### src/rtl/reset_sequencer_pkg.sv
// Shared types and sizing helpers for the reset sequencer: FSM state
// encodings plus the stage-index and interval-counter width functions.
package reset_sequencer_pkg;

   typedef enum logic [2:0] {
      ST_ASSERT   = 3'd0,
      ST_WAIT_ACK = 3'd1,
      ST_GAP      = 3'd2,
      ST_RUN      = 3'd3,
      ST_FAULT    = 3'd4
   } state_e;

   // Stage index width; a single-stage build still carries a 1-bit index.
   function automatic int unsigned idx_width(input int unsigned n);
      if (n <= 32'd1) return 32'd1;
      return $clog2(n);
   endfunction

   // One shared counter covers hold, gap and timeout, so size it for the longest.
   function automatic int unsigned cnt_width(input int unsigned hold,
                                             input int unsigned gap,
                                             input int unsigned tmo);
      int unsigned m;
      m = hold;
      if (gap > m) m = gap;
      if (tmo > m) m = tmo;
      return $clog2(m + 32'd1);
   endfunction

endpackage

### src/rtl/reset_sequencer_if.sv
// Control/status bundle between the reset sequencer (master) and the
// downstream reset domains plus software request source (slave).
interface reset_sequencer_if
   import reset_sequencer_pkg::*;
#(
   parameter int unsigned NUM_STAGES = 4
);

   localparam int unsigned IDX_W = idx_width(NUM_STAGES);

   logic                  sw_rst_req;
   logic [NUM_STAGES-1:0] stage_ack;
   logic [NUM_STAGES-1:0] rst_out;
   logic                  busy;
   logic                  done;
   logic                  fault;
   logic [IDX_W-1:0]      fault_stage;

   modport master (
      input  sw_rst_req,
      input  stage_ack,
      output rst_out,
      output busy,
      output done,
      output fault,
      output fault_stage
   );

   modport slave (
      output sw_rst_req,
      output stage_ack,
      input  rst_out,
      input  busy,
      input  done,
      input  fault,
      input  fault_stage
   );

endinterface

### src/rtl/reset_sequencer_timer.sv
// Loadable saturating down-counter with a zero flag; one instance times the
// hold, inter-stage gap and acknowledge timeout intervals in turn.
module reset_seq_timer #(
   parameter int unsigned      CNT_W   = 8,
   parameter logic [CNT_W-1:0] RST_VAL = '0
) (
   input  logic             clk,
   input  logic             rst,
   input  logic             load,
   input  logic [CNT_W-1:0] load_val,
   output logic             zero
);

   logic [CNT_W-1:0] cnt_d;
   logic [CNT_W-1:0] cnt_q;

   // Holds at zero rather than wrapping, so an expired interval stays expired.
   always_comb begin
      cnt_d = cnt_q;
      if (load) begin
         cnt_d = load_val;
      end else if (cnt_q != '0) begin
         cnt_d = cnt_q - 1'b1;
      end
   end

   always_ff @(posedge clk) begin
      if (rst) begin
         cnt_q <= RST_VAL;
      end else begin
         cnt_q <= cnt_d;
      end
   end

   assign zero = (cnt_q == '0);

endmodule

### src/rtl/reset_sequencer.sv
// Releases NUM_STAGES downstream resets in order, waiting for each stage's
// acknowledge; a missing acknowledge re-asserts everything and latches a fault.
module reset_sequencer
   import reset_sequencer_pkg::*;
#(
   parameter int unsigned NUM_STAGES  = 4,
   parameter int unsigned HOLD_CYCLES = 16,
   parameter int unsigned STAGE_DELAY = 8,
   parameter int unsigned TIMEOUT     = 255
) (
   input  logic              clk,
   input  logic              rst,
   reset_sequencer_if.master bus
);

   localparam int unsigned IDX_W = idx_width(NUM_STAGES);
   localparam int unsigned CNT_W = cnt_width(HOLD_CYCLES, STAGE_DELAY, TIMEOUT);

   // Timer is loaded with N-1 so that expiry lands exactly N edges after the load.
   localparam logic [CNT_W-1:0] HOLD_LD = CNT_W'(HOLD_CYCLES - 32'd1);
   localparam logic [CNT_W-1:0] GAP_LD  = CNT_W'(STAGE_DELAY - 32'd1);
   localparam logic [CNT_W-1:0] TMO_LD  = CNT_W'(TIMEOUT - 32'd1);
   localparam logic [IDX_W-1:0] LAST_IDX = IDX_W'(NUM_STAGES - 32'd1);

   state_e                state_d, state_q;
   logic [IDX_W-1:0]      k_d, k_q;
   logic [NUM_STAGES-1:0] rst_out_d, rst_out_q;
   logic                  busy_d, busy_q;
   logic                  done_d, done_q;
   logic                  fault_d, fault_q;
   logic [IDX_W-1:0]      fault_stage_d, fault_stage_q;

   logic                  tmr_load;
   logic [CNT_W-1:0]      tmr_load_val;
   logic                  tmr_zero;
   logic [IDX_W-1:0]      nxt_idx;

   reset_seq_timer #(
      .CNT_W   (CNT_W),
      .RST_VAL (HOLD_LD)
   ) u_timer (
      .clk      (clk),
      .rst      (rst),
      .load     (tmr_load),
      .load_val (tmr_load_val),
      .zero     (tmr_zero)
   );

   always_comb begin
      state_d       = state_q;
      k_d           = k_q;
      rst_out_d     = rst_out_q;
      busy_d        = busy_q;
      done_d        = done_q;
      fault_d       = fault_q;
      fault_stage_d = fault_stage_q;
      tmr_load      = 1'b0;
      tmr_load_val  = HOLD_LD;
      nxt_idx       = k_q + 1'b1;

      if (bus.sw_rst_req) begin
         // Software request overrides everything but rst; fault_stage is kept for diagnosis.
         state_d      = ST_ASSERT;
         rst_out_d    = '1;
         busy_d       = 1'b1;
         done_d       = 1'b0;
         fault_d      = 1'b0;
         tmr_load     = 1'b1;
         tmr_load_val = HOLD_LD;
      end else begin
         case (state_q)
            ST_ASSERT: begin
               if (tmr_zero) begin
                  state_d      = ST_WAIT_ACK;
                  k_d          = '0;
                  rst_out_d[0] = 1'b0;
                  tmr_load     = 1'b1;
                  tmr_load_val = TMO_LD;
               end
            end
            ST_WAIT_ACK: begin
               // Timeout outranks an acknowledge arriving on the same edge.
               if (tmr_zero) begin
                  state_d       = ST_FAULT;
                  rst_out_d     = '1;
                  busy_d        = 1'b0;
                  done_d        = 1'b0;
                  fault_d       = 1'b1;
                  fault_stage_d = k_q;
               end else if (bus.stage_ack[k_q]) begin
                  if (k_q == LAST_IDX) begin
                     state_d = ST_RUN;
                     busy_d  = 1'b0;
                     done_d  = 1'b1;
                  end else begin
                     state_d      = ST_GAP;
                     tmr_load     = 1'b1;
                     tmr_load_val = GAP_LD;
                  end
               end
            end
            ST_GAP: begin
               if (tmr_zero) begin
                  state_d            = ST_WAIT_ACK;
                  k_d                = nxt_idx;
                  rst_out_d[nxt_idx] = 1'b0;
                  tmr_load           = 1'b1;
                  tmr_load_val       = TMO_LD;
               end
            end
            ST_RUN: begin
            end
            ST_FAULT: begin
            end
            default: begin
               state_d   = ST_ASSERT;
               rst_out_d = '1;
               busy_d    = 1'b1;
               done_d    = 1'b0;
               tmr_load  = 1'b1;
            end
         endcase
      end
   end

   always_ff @(posedge clk) begin
      if (rst) begin
         state_q       <= ST_ASSERT;
         k_q           <= '0;
         rst_out_q     <= '1;
         busy_q        <= 1'b1;
         done_q        <= 1'b0;
         fault_q       <= 1'b0;
         fault_stage_q <= '0;
      end else begin
         state_q       <= state_d;
         k_q           <= k_d;
         rst_out_q     <= rst_out_d;
         busy_q        <= busy_d;
         done_q        <= done_d;
         fault_q       <= fault_d;
         fault_stage_q <= fault_stage_d;
      end
   end

   assign bus.rst_out     = rst_out_q;
   assign bus.busy        = busy_q;
   assign bus.done        = done_q;
   assign bus.fault       = fault_q;
   assign bus.fault_stage = fault_stage_q;

endmodule
### src/flat_wrapper.sv
// flat-port wrapper written by rule: the top's interface ports become plain ports
module reset_sequencer_flat import reset_sequencer_pkg::*;
#(
   parameter int unsigned NUM_STAGES  = 4,
   parameter int unsigned HOLD_CYCLES = 16,
   parameter int unsigned STAGE_DELAY = 8,
   parameter int unsigned TIMEOUT     = 255
)
  (clk, rst, bus_sw_rst_req, bus_stage_ack, bus_rst_out, bus_busy, bus_done, bus_fault, bus_fault_stage);
  reset_sequencer_if #(.NUM_STAGES(NUM_STAGES)) bus_i ();
  input  logic clk;
  input  logic rst;
  input wire logic [$bits(bus_i.sw_rst_req)-1:0] bus_sw_rst_req;
  input wire logic [$bits(bus_i.stage_ack)-1:0] bus_stage_ack;
  output wire logic [$bits(bus_i.rst_out)-1:0] bus_rst_out;
  output wire logic [$bits(bus_i.busy)-1:0] bus_busy;
  output wire logic [$bits(bus_i.done)-1:0] bus_done;
  output wire logic [$bits(bus_i.fault)-1:0] bus_fault;
  output wire logic [$bits(bus_i.fault_stage)-1:0] bus_fault_stage;
  assign bus_i.sw_rst_req = bus_sw_rst_req;
  assign bus_i.stage_ack = bus_stage_ack;
  assign bus_rst_out = bus_i.rst_out;
  assign bus_busy = bus_i.busy;
  assign bus_done = bus_i.done;
  assign bus_fault = bus_i.fault;
  assign bus_fault_stage = bus_i.fault_stage;
  reset_sequencer #(.NUM_STAGES(NUM_STAGES), .HOLD_CYCLES(HOLD_CYCLES), .STAGE_DELAY(STAGE_DELAY), .TIMEOUT(TIMEOUT)) u_core (.clk(clk), .rst(rst), .bus(bus_i));
endmodule
### config.mk
export PLATFORM = sky130hd
export DESIGN_NAME = reset_sequencer_flat
export DESIGN_NICKNAME = d
export VERILOG_FILES = /design/src/rtl/reset_sequencer_pkg.sv /design/src/rtl/reset_sequencer_if.sv /design/src/rtl/reset_sequencer_timer.sv /design/src/rtl/reset_sequencer.sv /design/src/flat_wrapper.sv
export SDC_FILE = /design/constraint.sdc
export NUM_CORES = 1
export LEC_CHECK = 0
export ABC_AREA = 0
export CAP_MARGIN = 0
export CORE_MARGIN = 4
export CORE_UTILIZATION = 35
export CTS_BUF_LIST = sky130_fd_sc_hd__clkbuf_4
export DETAILED_ROUTE_END_ITERATION = 10
export PLACE_DENSITY_LB_ADDON = 0.2
export SYNTH_ARGS = -nofsm -noshare
export SYNTH_HDL_FRONTEND = slang
export SYNTH_HIERARCHICAL = 1
export SYNTH_SLANG_ARGS = --single-unit
### constraint.sdc
create_clock -name clk -period 2.65 [get_ports clk]
set_input_delay 0.53 -clock clk [delete_from_list [all_inputs] [get_ports clk]]
set_output_delay 0.53 -clock clk [all_outputs]
set_load 0.01 [all_outputs]
* Yosys cells after proc, flatten, opt, wreduce, memory -nomap -nowiden
Cells that the tools add are included.
Operators by class: bitwise logic cells 6, equal/unequal tests 11, reduce and logical (&&, ||, !) cells 18, multiplexer cells 39, $lt $le $gt $ge 3, add/subtract/negate cells 2
Operators by type and width (number):
- 8-bit two-way mux | 6
- 3-bit one-hot mux with 3 select lines | 2
- 8-bit one-hot mux with 2 select lines | 1
- 1-bit two-way mux | 15
- 4-bit two-way mux | 3
- 3-bit AND reduction | 4
- 3-bit two-way mux | 3
- 8-bit zero test | 1
- 2-bit by 1-bit inequality test with 1-bit output (second input constant) | 4
- 4-bit AND reduction | 2
- 8-bit nonzero test | 1
- 8-bit by 1-bit subtractor with 8-bit output (second input constant) | 1
- 3-bit by 2-bit == test with 1-bit output (second input constant) | 2
- 2-bit by 3-bit less-than comparator with 1-bit output (second input constant) | 2
- 3-bit by 1-bit inequality test with 1-bit output (second input constant) | 2
- 2-bit OR reduction | 3
- 4-bit AND | 1
- 2-bit two-way mux | 2
- 1-bit inverter | 4
- 4-bit inverter | 1
- 1-bit one-hot mux with 2 select lines | 2
- 1-bit one-hot mux with 4 select lines | 1
- 2-bit one-hot mux with 2 select lines | 1
- 2-bit nonzero test | 2
- 13 further kinds | 13
Storage, ports and cells: bits of input ports 7, logic and storage cells 88, output and inout bits 9, register bits after elaboration 22

* Logic depth before layout (Yosys ltp)
Gate-level depths: netlist of run 1.
word-level depth 9, gate-level depth with buffers 12, mapped depth without buffers 10

* Hierarchy
Netlist of run 1, hierarchy kept.
Modules (own cells, without submodules):
- reset_sequencer | cells each 87, times used 1, area an instance 762.0 µm², seq. area each 280.3 µm²
- reset_seq_timer | cells each 52, times used 1, area an instance 445.4 µm², seq. area each 160.2 µm²

* Least setup slack after synthesis of run 1
OpenSTA, ideal clock, no wires.
kind register to register, start reg u_core.u_timer.cnt_q[3], end reg u_core.u_timer.cnt_q[1], library setup time 145 ps, cell stages (with the launch flop) 11, path slack 92 ps, arrival time 2413 ps, clock period less this slack 2558 ps, path through dfxtp_1 > or4_4 > nor3_4 > clkbuf_1 > nor2b_1 > o21ai_0 > nand3b_1 > clkbuf_1 > inv_1 > nand3_1 > o311ai_0
On the way: word-level cells in the longest chain between the ends 5
RTL lines:
- from (decl) | line reset_sequencer_timer.sv:15 | logic [CNT_W-1:0] cnt_q;
- from (signal assigned) | line reset_sequencer_timer.sv:31 | cnt_q <= cnt_d;
- 8-bit zero test (*) | line reset_sequencer_timer.sv:35 | assign zero = (cnt_q == '0);
- net u_core.tmr_zero | line reset_sequencer.sv:35 | logic tmr_zero;
- 1-bit two-way mux (on tied branches) | line reset_sequencer.sv:73, reset_sequencer.sv:103, reset_sequencer.sv:83
- 1-bit one-hot mux with 3 select lines (*) | line reset_sequencer.sv:71 | case (state_q)
- 1-bit two-way mux (*) | line reset_sequencer.sv:61 | if (bus.sw_rst_req) begin
- net u_core.tmr_load | line reset_sequencer.sv:33 | logic tmr_load;
- 8-bit two-way mux or 2-bit nonzero test (tied branches)
The timed path passes the listed nets; every way through them passes the cells marked *. A chain may end at the register's enable or synchronous reset.

* Worst setup path after layout of run 1
start reg u_core.u_timer.cnt_q[3], end reg u_core.u_timer.cnt_q[2]
Same word-level chain as after synthesis.

==> results of run 1 <==
flip-flops by register name (all words and copies together), names as in the netlist:
register / count
u_core/bus.busy: 1
u_core/bus.rst_out: 4
u_core/bus.fault_stage: 2
u_core/u_timer/cnt_q: 8
u_core/k_q: 2
u_core/state_q: 3
u_core/bus.done: 1
u_core/bus.fault: 1
area by class of cell:
type,count,share of cell area
sequential,22,0.303
inverter,10,0.0259
tap,46,0.0397
timing repair buffer,19,0.124
clock buffer,3,0.0155
multi-input combinational,103,0.491
worst register-to-register path, delay by kind of cell (launching register included):
kind | cells | cell delay [ns]
AOI/OAI and AO/OA | 2 | 0.27
buffers and inverters | 1 | 0.17
DFF | 1 | 0.38
and+or+nand+nor | 5 | 1.35
report_power, final:
group / total (W) / switching (W) / internal (W)
sequential: 0.000343 / 0.00000639 / 0.000337
combinational: 0.0000468 / 0.0000234 / 0.0000235
clock: 0.000154 / 0.000101 / 0.0000530
worst min path at each step:
stage / to / cells after the start / slack [ns] / start
global placement: u_core/bus.rst_out[2] / 1 / 0.43 / u_core/bus.rst_out[2]
CTS: u_core/bus.done / 2 / 0.46 / u_core/bus.done
finish: u_core/bus.done / 2 / 0.45 / u_core/bus.done
floorplan: u_core/bus.done / 2 / 0.47 / u_core/bus.done
global route: u_core/bus.done / 2 / 0.48 / u_core/bus.done
detailed placement: u_core/bus.done / 2 / 0.44 / u_core/bus.done
kinds of logic (layout without fill, tap and decap cells):
logic type,Yosys count,count (layout)
muxes,6,6
other,1,2
buffers and inverters,15,32
adders and majority gates,6,6
xor gates and xnor gates,3,3
and+or+nand+nor,49,49
DFF,22,22
AOI/OAI and AO/OA,37,37
layout by cell type, fill, tap and decap left out, drive strengths merged, types with 3 or more instances in the layout:
cell / netlist / layout
nand2: 9 / 9
dfxtp: 22 / 22
o21ai: 6 / 6
ha: 6 / 6
nand3: 3 / 3
nor3: 4 / 4
clkdlybuf4s50: 0 / 15
mux2i: 5 / 5
nor2b: 3 / 3
a21oi: 10 / 10
inv: 10 / 10
a21o: 6 / 6
nand3b: 3 / 3
nor2: 14 / 14
or3: 3 / 3
clkbuf: 3 / 3
buf: 2 / 4
per-layer routing:
| metal | vias up | wire (µm) |
|---|---|---|
| li1 | 526 | - |
| met5 | - | 0 |
| met4 | 0 | 23 |
| met3 | 2 | 87 |
| met1 | 445 | 1300 |
| met2 | 24 | 1130 |
metrics by stage:
stage | setup WS (ns) | power (W) | util | cells | area, µm²
after floorplan | 0.0919 | 0.000377 | - | 140 | 1210
after global placement | 0.375 | 0.000396 | 0.428 | 200 | 1430
after detailed placement | 0.251 | 0.000397 | 0.428 | 200 | 1430
after CTS | 0.357 | 0.000553 | 0.435 | 203 | 1450
after global routing | 0.161 | 0.000569 | 0.435 | 203 | 1450
final | 0.344 | 0.000544 | 0.435 | 203 | 1450
==> results.md, run 1 <==
- Status: complete, no violations
- EDFF count, synth: 0
- Layout cells sized above 1: 0.102
- Xor/xnor share of the synthesized area: 0.0218
- Synth Area in Adders: 0.0622
- Top Ports: 16
- Synth Area in Simple Gates: 0.232
- Peak supply drop: 0.253 mV
- Total wire length: 2540 µm
- Initial Utilization: 0.362
- Total global routing overflow: 0
- CP required: 2.82 ns
- R2R Setup Slk: 0.34 ns
- Ant diodes: 0
- Area of the multi-input gates: 713 µm²
- Die area: 4450 µm²
- #FFs+latches synth: 22
- Worst-Skew Late Latency: 0.30 ns
- Area leader, netlist: dfxtp_1
- GRT met2 Usage: 0.204
- Layout area overhead: 20.2%
- Remaining antenna violation count: 0
- Fin crit share: 0.870
- Top cells by area, synth: dfxtp_1 36%, ha_1 6.2%, nor2_1 4.4%
- CTS max path bufs: 2
- Clock Sinks: 22
- Reg2reg start: u_core/u_timer/cnt_q[3]
- Critical path launch point: u_core/u_timer/cnt_q[3]
- Critical path destination: u_core/u_timer/cnt_q[2]
- Reg-to-reg endpoint: u_core/u_timer/cnt_q[2]
- DR pass1 iterations: 4
- GPL Wtd Cong: 0.866
- Top Usage Layer GRT: met2
- Worst Tran Pin Value: 0.550 ns
- Resized Gates After CTS: 0
- Synth cell count leaders: 22 x dfxtp_1, 14 x nor2_1, 10 x a21oi_1, 10 x inv_1, 9 x nand2_1
- Async set or reset register ratio after synthesis: 0
- Clock Skew: 0.00435 ns
- Die height: 66.7 µm
- CTS tree: yes
- Die Width: 66.7 µm
- Cells after synthesis: 139
- Top Family by Delay on Critical Path: simple AND/OR/NAND/NOR gates
- Crit Path Category: register to register
- Period minus WS final: 2.31 ns
- Count of input and output buffers: 15
- Hold buffer count at CTS: 0
- Worst min-delay path class: register to register
- Avg Synthesized Cell Area: 8.69 µm²
- Critical path depth: 8
- TNS Setup: 0 ns
- Startpoint types: register
- Final setup viols: 0
- Htree depth: 1
- Setup bufs post-CTS: 0
- Remaining DRCs: 0
- GRT met1 Usage: 0.165
- DRT iter0 DRCs: 16
- Number of global-route vias before repair: 1017
- Routed via count: 997
- Post-synthesis sequential area ratio: 0.365
- HPWL after DPL: 1930 µm
- Max Freq: 434 MHz
- Total CTS buffers: 3
- # nets final: 172
- Via density: 4.91
- Root buf cell: clkbuf_4
- FILL cells: 346
- Mux cell area share after synthesis: 0.0601
- Overall routing resource usage: 0.126
- CP Buf/Inv Count: 1
- CP cell instances: or4_4 -> nor3_4 -> nor2b_1 -> o21ai_0 -> nand3b_1 -> inv_1 -> nand3b_1 -> o311ai_0
- Relative slew slack: 0.629
- Most frequent cell after synthesis: dfxtp_1
- MaxCap Viol Count: 0
- Crit path largest cell delay: 0.59 ns
- Worst path arrival time: 2.48 ns
- Critical Path Fanout Max: 8
- Row count: 21
- Flip-flop and latch area: 440 µm²
- Reg clk slew, reported paths: 0.12 ns
- Worst reg2reg path depth: 8
- Synth Flop Type: dfxtp_1
- Leak: 0.539 nW
- Main combinational cell family by area after synthesis: simple AND/OR/NAND/NOR gates
- Final hold slack: 0.452 ns
- Pwr/cell area: 375 nW/µm²
- Cell Area, Synth: 1210 µm²
- Yosys warns: 6
- Post-synth top area share: 0.365
- Synth Area in Compound Gates: 0.208
- Met3 GRT Util: 0.0185
- Synth cell types: 44
- Slowest cell on the critical path: or4_4
- RSZ-0062 raised after global routing: false
- Initial antenna violation count: 0
- Slew Limit Fails: 0
- Crit. End Element: register
- Core footprint: 3340 µm²
- Global-route wire length before repair: 4360 µm
- Final hold viol count: 0
- Cell mode on critical path: nand3b_1
- Wire length per cell: 12.5 µm
- Largest net degree at the start of global routing: 15
Note: power is estimated with default switching activity, not from simulation.
==> run 2, diff against run 1 <==
==> constraint.sdc (replaced) <==
create_clock -name clk -period 2.58 [get_ports clk]
set_input_delay 0.516 -clock clk [delete_from_list [all_inputs] [get_ports clk]]
set_output_delay 0.516 -clock clk [all_outputs]
set_load 0.01 [all_outputs]
==> results.md, run 2 (synthesis gave the netlist of run 1 again) <==
- Worst Tran Pin Value: 0.552 ns
- Worst min-delay path class: register to register
- GPL Wtd Cong: 0.862
- CP Buf/Inv Count: 1
- Reg clk slew, reported paths: 0.12 ns
- Post-DP Area: 1440 µm²
- TNS Setup: 0 ns
- Die Width: 66.7 µm
- Die height: 66.7 µm
- Remaining DRCs: 0
- Ant diodes: 0
- Via density: 4.95
- Cell mode on critical path: nand3b_1
- FILL cells: 344
- Resized Gates After CTS: 0
- CP required: 2.76 ns
- Clock Skew: 0.00506 ns
- Pwr/cell area: 378 nW/µm²
- Power share of the clock group: 0.275
- Layout cells sized above 1: 0.108
- Critical Path Fanout Max: 8
- Crit. End Element: register
- CTS tree: yes
- Number of global-route vias before repair: 1065
- CTS max path bufs: 2
- Core footprint: 3340 µm²
- Period minus WS final: 2.25 ns
- Slowest cell on the critical path: or4_4
- Crit Path Category: register to register
- Most frequent cells in the layout: 22 x dfxtp_1, 15 x clkdlybuf4s50_1, 14 x nor2_1
- Max Freq: 445 MHz
- Final hold viol count: 0
- Switching fraction of total power: 0.231
- Top Family by Delay on Critical Path: simple AND/OR/NAND/NOR gates
- Top Ports: 16
- Peak supply drop: 0.248 mV
- Top reg by flops: u_core/u_timer/cnt_q
- # nets final: 173
- Most common cell after layout, fill and taps aside: dfxtp_1
- Root buf cell: clkbuf_4
- Total global routing overflow: 0
- Die area: 4450 µm²
- Relative slew slack: 0.628
- Slew Limit Fails: 0
- Worst path arrival time: 2.43 ns
- Worst-Skew Late Latency: 0.30 ns
- Logic pwr share: 0.086
- Final setup viols: 0
- Share of power burned in registers: 0.639
- Net switching power figure: 0.000127 W
- Final hold slack: 0.453 ns
- Initial antenna violation count: 0
- RSZ-0062 raised after global routing: false
- Total CTS buffers: 3
- DRT iter0 DRCs: 12
- Htree depth: 1
- Status: complete, no violations
- Layout area overhead: 20.8%
- Largest net degree at the start of global routing: 15
- Fin crit share: 0.871
- Setup bufs post-CTS: 0
- Cell area after layout: 1460 µm²
- Row count: 21
- Total wire length: 2500 µm
- Wire length per cell: 12.3 µm
- Remaining antenna violation count: 0
- HPWL after DPL: 1930 µm
- MaxCap Viol Count: 0
- Count of input and output buffers: 15
- Hold buffer count at CTS: 0
- Global-route wire length before repair: 4570 µm
- Internal: 0.000425 W
- Startpoint types: register
- Crit path largest cell delay: 0.60 ns
- DR pass1 iterations: 4
- CP cell instances: or4_4 -> nor3_4 -> nor2b_1 -> o21ai_0 -> nand3b_1 -> inv_1 -> nand3b_1 -> o311ai_0
- Pwr Total: 0.000552 W
- Leak: 0.544 nW
- Max FFs per register: 8
- Initial Utilization: 0.362
- Overall routing resource usage: 0.129
- Clock Sinks: 22
- Routed via count: 1009
run 2: changes by cell type in the layout (fill, tap and decap cells not counted):
cell / previous run / this run
buf_4: 4 / 5
run 2: path summary, 6_finish.rpt:
| kind | startpoint | end | slack [ns] | depth (start not counted) |
|---|---|---|---|---|
| hold reg to reg | u_core/bus.done | u_core/bus.done | 0.45 | 2 |
| hold / removal | u_core/bus.done | u_core/bus.done | 0.45 | 2 |
| setup reg to reg | u_core/u_timer/cnt_q[3] | u_core/u_timer/cnt_q[2] | 0.33 | 8 |
| setup / recovery | u_core/u_timer/cnt_q[3] | u_core/u_timer/cnt_q[2] | 0.33 | 8 |
run 2: tightest hold or removal path, delay by kind of cell (launching register included):
| family | cells | cell delay [ns] |
|---|---|---|
| DFF | 1 | 0.33 |
| buffers and inverters | 1 | 0.05 |
| AOI/OAI and AO/OA | 1 | 0.05 |
run 2: through the flow:
| stage | setup slack (ns) | std cells | utilization |
|---|---|---|---|
| after floorplan | 0.0219 | 140 | - |
| after global placement | 0.319 | 201 | 0.430 |
| after detailed placement | 0.227 | 201 | 0.430 |
| after CTS | 0.323 | 204 | 0.437 |
| after global routing | 0.135 | 204 | 0.437 |
| final | 0.332 | 204 | 0.437 |
run 2: power groups by stage:
stage | Combinational [W] | Clock (W) | Sequential [W]
floorplan | 0.0000284 | 0 | 0.000359
global placement | 0.0000464 | 0 | 0.000360
global route | 0.0000537 | 0.000179 | 0.000354
finish | 0.0000474 | 0.000152 | 0.000353
CTS | 0.0000478 | 0.000163 | 0.000353
detailed placement | 0.0000476 | 0 | 0.000360
run 2: layout make-up:
type	count	area (µm²)	share of cell area
multi-input cells	103	713	0.489
flip-flops and latches	22	440	0.302
clock buffers	3	22.5	0.0154
well taps	46	57.6	0.0395
inverters	10	37.5	0.0257
repair buffers	20	188	0.129
run 2: metal layers:
metal,vias to the layer above,share of wire,track usage
met2,11,0.46,0.214
met5,-,0,0
met4,0,0.011,0.0533
met1,468,0.51,0.168
met3,2,0.018,0.0152
li1,528,-,-
==> run 3, diff against run 2 <==
--- a/config.mk
+++ b/config.mk
@@ -6,7 +6,6 @@
 export NUM_CORES = 1
 export LEC_CHECK = 0
 export ABC_AREA = 0
-export CAP_MARGIN = 0
 export CORE_MARGIN = 4
 export CORE_UTILIZATION = 35
 export CTS_BUF_LIST = sky130_fd_sc_hd__clkbuf_4
==> results of run 3 <==
Final layout, timing and power as in run 2 (identical DEF).
